==> config.mk <==
export PLATFORM = sky130hd
export DESIGN_NAME = rio_link_credit_framer
export DESIGN_NICKNAME = d
export VERILOG_FILES = /design/src/rtl/rio_link_credit_framer.sv
export SDC_FILE = /design/constraint.sdc
export NUM_CORES = 1
export LEC_CHECK = 0
export ABC_AREA = 1
export BUFFER_PORTS_ARGS = -buffer_cell sky130_fd_sc_hd__buf_4
export CORE_MARGIN = 1.5
export CORE_UTILIZATION = 49
export CTS_CLUSTER_SIZE = 40
export DETAILED_ROUTE_END_ITERATION = 12
export GPL_TIMING_DRIVEN = 0
export PLACE_DENSITY = 0.79
export SLEW_MARGIN = 5
export SYNTH_ARGS = -nofsm -noshare
export SYNTH_HDL_FRONTEND = slang
export SYNTH_SLANG_ARGS = --single-unit
==> constraint.sdc <==
create_clock -name clk -period 2.54 [get_ports clk]
set_input_delay 0.381 -clock clk [delete_from_list [all_inputs] [get_ports clk]]
set_output_delay 0.381 -clock clk [all_outputs]
set_load 0.03 [all_outputs]
==> src/rtl/rio_link_credit_framer.sv <==
// Link-layer framer: merges credit words, data and clock correction onto the
// 16-bit GTP lane (TX), and strips credits/idles back out of the lane (RX).
module rio_link_credit_framer #(
  parameter int                      CREDIT_WIDTH = 16,
  parameter int                      CC_PERIOD    = 5000,
  parameter logic [CREDIT_WIDTH-1:0] K_IDLE       = 16'hBC50,
  parameter logic [CREDIT_WIDTH-1:0] K_CRED       = 16'hFC00,
  parameter logic [CREDIT_WIDTH-1:0] K_CC         = 16'h1C1C
) (
  input  logic                    clk,
  input  logic                    rst,
  input  logic [CREDIT_WIDTH-1:0] i_tx_data,
  input  logic                    i_tx_data_valid,
  output logic                    o_tx_data_ready,
  input  logic [CREDIT_WIDTH-1:0] i_us_credit,
  input  logic                    i_us_credit_valid,
  output logic                    o_us_credit_accept,
  output logic [CREDIT_WIDTH-1:0] o_gtp_txdata,
  output logic [1:0]              o_gtp_txcharisk,
  input  logic [CREDIT_WIDTH-1:0] i_gtp_rxdata,
  input  logic [1:0]              i_gtp_rxcharisk,
  input  logic                    i_gtp_rx_ok,
  output logic [CREDIT_WIDTH-1:0] o_rx_data,
  output logic                    o_rx_data_valid,
  output logic [CREDIT_WIDTH-1:0] o_ds_credit,
  output logic                    o_ds_credit_valid,
  output logic                    o_rx_error
);

  localparam logic [15:0] CC_LAST = 16'(CC_PERIOD - 1);

  typedef enum logic [1:0] {TX_NORM, TX_CRED, TX_CC2} tx_state_t;
  typedef enum logic       {RX_NORM, RX_CRED}         rx_state_t;

  tx_state_t               r_tx_state, w_tx_nxt;
  rx_state_t               r_rx_state, w_rx_nxt;
  logic [15:0]             r_cc_cnt;
  logic                    r_cc_pending;
  logic                    w_cc_clr;
  logic [CREDIT_WIDTH-1:0] w_tx_word;
  logic [1:0]              w_tx_k;

  // ---------------- TX ----------------
  always_ff @(posedge clk or posedge rst) begin
    if (rst) begin
      r_cc_cnt     <= '0;
      r_cc_pending <= 1'b0;
    end else begin
      r_cc_cnt <= (r_cc_cnt == CC_LAST) ? 16'd0 : r_cc_cnt + 16'd1;
      if (r_cc_cnt == CC_LAST) r_cc_pending <= 1'b1;
      else if (w_cc_clr)       r_cc_pending <= 1'b0;
    end
  end

  always_comb begin
    w_tx_nxt  = r_tx_state;
    w_tx_word = K_IDLE;
    w_tx_k    = 2'b10;
    w_cc_clr  = 1'b0;
    case (r_tx_state)
      TX_NORM: begin
        if (r_cc_pending) begin
          w_tx_word = K_CC;
          w_tx_k    = 2'b11;
          w_cc_clr  = 1'b1;
          w_tx_nxt  = TX_CC2;
        end else if (i_us_credit_valid) begin
          w_tx_word = K_CRED;
          w_tx_nxt  = TX_CRED;
        end else if (i_tx_data_valid) begin
          w_tx_word = i_tx_data;
          w_tx_k    = 2'b00;
        end
      end
      TX_CC2: begin
        w_tx_word = K_CC;
        w_tx_k    = 2'b11;
        w_tx_nxt  = TX_NORM;
      end
      TX_CRED: begin
        w_tx_word = i_us_credit;
        w_tx_k    = 2'b00;
        w_tx_nxt  = TX_NORM;
      end
      default: w_tx_nxt = TX_NORM;
    endcase
  end

  always_ff @(posedge clk or posedge rst) begin
    if (rst) begin
      r_tx_state      <= TX_NORM;
      o_gtp_txdata    <= K_IDLE;
      o_gtp_txcharisk <= 2'b10;
    end else begin
      r_tx_state      <= w_tx_nxt;
      o_gtp_txdata    <= w_tx_word;
      o_gtp_txcharisk <= w_tx_k;
    end
  end

  // Ready must track the live credit request so a credit always beats data.
  assign o_tx_data_ready    = !rst && (r_tx_state == TX_NORM) && !r_cc_pending
                              && !i_us_credit_valid;
  assign o_us_credit_accept = (r_tx_state == TX_CRED);

  // ---------------- RX ----------------
  logic w_is_data, w_is_mark, w_is_idle, w_is_cc;
  logic w_dv, w_cv, w_err;

  assign w_is_data = (i_gtp_rxcharisk == 2'b00);
  assign w_is_mark = (i_gtp_rxcharisk == 2'b10) && (i_gtp_rxdata == K_CRED);
  assign w_is_idle = (i_gtp_rxcharisk == 2'b10) && (i_gtp_rxdata == K_IDLE);
  assign w_is_cc   = (i_gtp_rxcharisk == 2'b11) && (i_gtp_rxdata == K_CC);

  always_comb begin
    w_rx_nxt = r_rx_state;
    w_dv     = 1'b0;
    w_cv     = 1'b0;
    w_err    = 1'b0;
    if (!i_gtp_rx_ok) begin
      w_rx_nxt = RX_NORM;
    end else if (r_rx_state == RX_CRED && w_is_data) begin
      w_cv     = 1'b1;
      w_rx_nxt = RX_NORM;
    end else begin
      // A K char inside a credit pair flags the broken pair, then is handled
      // like any other word outside a pair.
      w_err    = (r_rx_state == RX_CRED);
      w_rx_nxt = RX_NORM;
      if (w_is_data)                    w_dv     = 1'b1;
      else if (w_is_mark)               w_rx_nxt = RX_CRED;
      else if (!(w_is_idle || w_is_cc)) w_err    = 1'b1;
    end
  end

  always_ff @(posedge clk or posedge rst) begin
    if (rst) begin
      r_rx_state        <= RX_NORM;
      o_rx_data         <= '0;
      o_rx_data_valid   <= 1'b0;
      o_ds_credit       <= '0;
      o_ds_credit_valid <= 1'b0;
      o_rx_error        <= 1'b0;
    end else begin
      r_rx_state        <= w_rx_nxt;
      o_rx_data_valid   <= w_dv;
      o_ds_credit_valid <= w_cv;
      o_rx_error        <= w_err;
      if (w_dv) o_rx_data   <= i_gtp_rxdata;
      if (w_cv) o_ds_credit <= i_gtp_rxdata;
    end
  end

endmodule

# == Yosys cells after proc, flatten, opt, wreduce, memory -nomap -nowiden ==
# Cells that the tools add are included.
# totals
register_bits,73
latch_bits,0
ramBits,0
romBits,0
in_bits,55
out_inout_bits,55
word_cells,65
mem_count,0
# op_classes
addsub,1
mul,0
div,0
magnitude_cmp,0
n_eq_ne,9
shift,0
mux,30
n_bitwise,0
n_reduce_logical,14
# op_table
operator,n
$mux W16,4
$pmux W16 S3,1
$eq A16 B13 Y1 const B,2
$eq A16 B16 Y1 const B,2
$mux W1,18
$add A16 B1 Y16 const B,1
$mux W2,6
$logic_and A1 B1 Y1,7
$eq A2 B2 Y1 const B,3
$pmux W2 S3,1
$logic_not A2 Y1,2
$logic_not A1 Y1,3
$ne A3 B3 Y1 const B,1
$eq A2 B1 Y1 const B,1
$reduce_bool A2 Y1,1
$logic_or A1 B1 Y1,1

# == Longest topological paths before layout ==
# depth
word_depth,8
ltp_mapped,7
depth_no_buf,7

# == Worst setup path before layout ==
# OpenSTA, ideal clock, no wires.
# synth_timing
path_kind,register to output
from,register r_tx_state[1]
to,output o_tx_data_ready
arrival_time_ps,1375
t_required_ps,2159
setup_slack_ps,784
path_stages_with_launch,4
path_buffers,0
path_cell_list,dfrtp_1 nor2_1 nand2_2 nor3_1
# synth_between
elab_chain_cells,4
# synth_lines
element,line_no,source
start: declaration,35,"tx_state_t r_tx_state, w_tx_nxt;"
start signal: assignment,95,r_tx_state <= w_tx_nxt;
$logic_not A2 Y1,102,assign o_tx_data_ready = !rst && (r_tx_state == TX_NORM) && !r_cc_pending
$logic_and A1 B1 Y1 (2 in series),102,
$logic_and A1 B1 Y1,103,&& !i_us_credit_valid;
end: declaration,14,"output logic o_tx_data_ready,"
# Every way passes these cells.

# == Final worst setup path ==
# Same ends and word-level chain as after synthesis.

==> impl_metrics.yaml <==
logic_synthesis:
  ys_seq_elements: 73
  ys_types: 25
  synth_edf_count: 0
  yosys.area.top_type: "dfrtp_1"
  yosys_warnings: 0
  synth_fp_nets: 390
  ys_top_cells_by_area: "dfrtp_1, nand2_1, dfstp_2"
  synth_ff_type: "dfrtp_1"
  synth_common_cells: "dfrtp_1, nand2_1, inv_1, o21ai_0, nor2_1"
  synthArstFlopShare_pct: 100
  yosys.area.top_type_share_pct: 53.0
  synthCells: 334
  post-synth-top-count-cell: "dfrtp_1"
  syn_avg_cell_area_sq_um: 9.18
  netlist_area_sq_um: 3070
  synth_seq_area_share_pct: 59.9
final_layout:
  final_core_util_pct: 70.5
  diodes: 0
  syn2layout_area_growth_pct: 37.7
  fill_cells: 458
  drive_gt1_share_pct: 32.6
  final_cells: 535
  finalNetCount: 511
routing:
  final_antenna_net_count: 0
  drc: 0
  viasPerCell: 5.04
  vias: 2698
  wirelength_um: 7310
  wire_per_inst_um: 13.7
  drtIter0Drc: 125
  first_pass_iters: 4
clocking:
  hold_buffers: 0
  post-cts-setup-buffer-count: 0
  cts_resized: 0
  clkTransAtPathRegs_ps: 70
  htreeDepth: 3
  cts_made_buffers: 9
  clkSinkCount: 73
  cts_root_buf: "clkbuf_8"
  clock_latency_ps: 350
  cts_tree: "done"
  cts_buffer_depth: 2
grt:
  grt_max_degree: 74
  grt_pass1_vias: 2669
  grt-ovfl-total: 0
  grt_pass1_wl_um: 11700
  antenna_found_initial: 0
  grt_use_total_pct: 23.5
floorplan:
  fp-row-count: 28
  initial_core_util_pct: 51.2
  fp.dieW_um: 82.1
  core_sq_um: 5990
  ios: 110
  die_area_sq_um: 6740
  die_h_um: 82.1
sta:
  setup_violations: 0
  rsz0062_at_grt: "no"
  tightest_slew_ps: 344
  max_slew_margin_pct: 77.1
  setup_tns_ps: 0
  fmax_ghz: 0.526
  worst_clock_skew_ps: 8.16
  whs_ps: 117
  final-hold-violation-count: 0
  slew_violations: 0
  fin_crit_sh_pct: 74.8
  period_minus_slack_ps: 1900
place:
  portBuffers: 109
  placed_cells: 519
  routabilityCongestion: 0.866
  dpl.hpwl_um: 5450
pwr:
  p_leak_uw: 0.00224
  peakVddDrop_mv: 0.472
  p_total_uw: 2720
  powerDensity_nw_per_um2: 643
critical_path:
  worstPathMaxFanout: 7
  crit_path_start_kind: "register"
  worstPathArrival_ps: 1520
  critPathKind: "register to output pin"
  rr_startpoint: "r_cc_cnt[0]$_DFF_PP0_"
  crit_path_start: "r_tx_state[1]$_DFFE_PP0P_"
  crit_required_ps: 2160
  critPathCaptureType: "output pin"
job:
  drv_cap: 0
run_status:
  outcome: "finished, final reports clean"
worst_hold_path:
  hold_class: "primary input to async pin"
[kinds of logic (layout without fill, tap and decap cells)]
logic type      after synthesis  after routing  synth area share [%]
compound gates               62             62                  11.2
xor+xnor                     11             11                  3.14
fa+ha+maj                     1              1                 0.408
buf+inv                      61            187                  7.75
flops                        73             73                  59.9
simple gates                126            126                  17.6
[metrics by stage]
step / cell area [sq um] / setup slack [ps]
4_1_cts: 4220 / 614
3_5_place_dp: 4010 / 1010
5_1_grt: 4220 / 527
3_3_place_gp: 3980 / -470
6_report: 4220 / 639
2_1_floorplan: 3070 / 319
[worst paths after layout]
path / cells past startpoint / slack, ps / end
worst min register to register: 1 / 450 / o_rx_data_valid$_DFF_PP0_
min in group clk: 3 / 240 / o_gtp_txdata[14]$_DFF_PP0_
max in group asynchronous: 3 / 2120 / o_gtp_txdata[13]$_DFF_PP1_
worst max-delay path: 4 / 640 / o_tx_data_ready
worst max register to register: 6 / 1060 / r_cc_cnt[7]$_DFF_PP0_
worst min-delay path: 3 / 120 / o_gtp_txdata[3]$_DFF_PP0_
[critical path, cell delays in order, from the launching register on]
cell,delay (ps)
dfrtp_1,460
nor2_1,230
nand2_2,140
nor3_1,150
buf_4,180
[routing by layer]
metal | part of all wire [%] | global-route usage (%) | vias to the layer above
met5 | 0 | 0 | -
met4 | 2.0 | 9.15 | 0
met3 | 8.2 | 7.58 | 15
met2 | 50 | 40.2 | 114
met1 | 40 | 27.4 | 1268
li1 | - | - | 1301
[area by class of cell]
type                            instances  area (sq um)  share of cell area, %
Sequential cell                        73          1840                   43.5
Multi-Input combinational cell        200           992                   23.5
Timing Repair Buffer                  110           846                   20.0
Inverter                               54           205                   4.86
Clock buffer                           12           165                   3.91
Tap cell                               75          93.8                   2.22
Clock inverter                          4          50.0                   1.18
Buffer                                  7          35.0                  0.829
[where the power goes]
group,switching (uW),internal (uW)
registers,36.7,1240
clock network,422,532
logic,292,191
[flip-flops by register name, indices dropped and copies added, names as in the netlist]
| signal | count |
|---|---|
| o_ds_credit | 16 |
| o_ds_credit_valid | 1 |
| o_gtp_txcharisk | 2 |
| o_gtp_txdata | 16 |
| o_rx_data | 16 |
| o_rx_data_valid | 1 |
| o_rx_error | 1 |
| r_cc_cnt | 16 |
| r_cc_pending | 1 |
| r_rx_state | 1 |
| r_tx_state | 2 |
[cells in the final DEF, fill, tap and decap left out]
cell	n
buf_4	109
dfrtp_1	65
nand2_1	59
inv_1	52
o21ai_0	39
nor2_1	36
nand3_1	14
clkbuf_8	12
xor2_1	11
a21oi_1	9
dfstp_2	8
a22o_1	6
nor3_1	6
buf_2	5
nand4_1	4
nor2_2	3
o21ai_1	3
clkbuf_2	2
nand2_2	2
o22ai_1	2
clkinvlp_4	2
o211ai_1	1
nor2_4	1
inv_2	1
o22a_1	1
a31oi_1	1
nor3_4	1
inv_4	1
ha_1	1
clkinv_2	1
bufinv_16	1
buf_16	1
(Power assumes the default switching activity.)
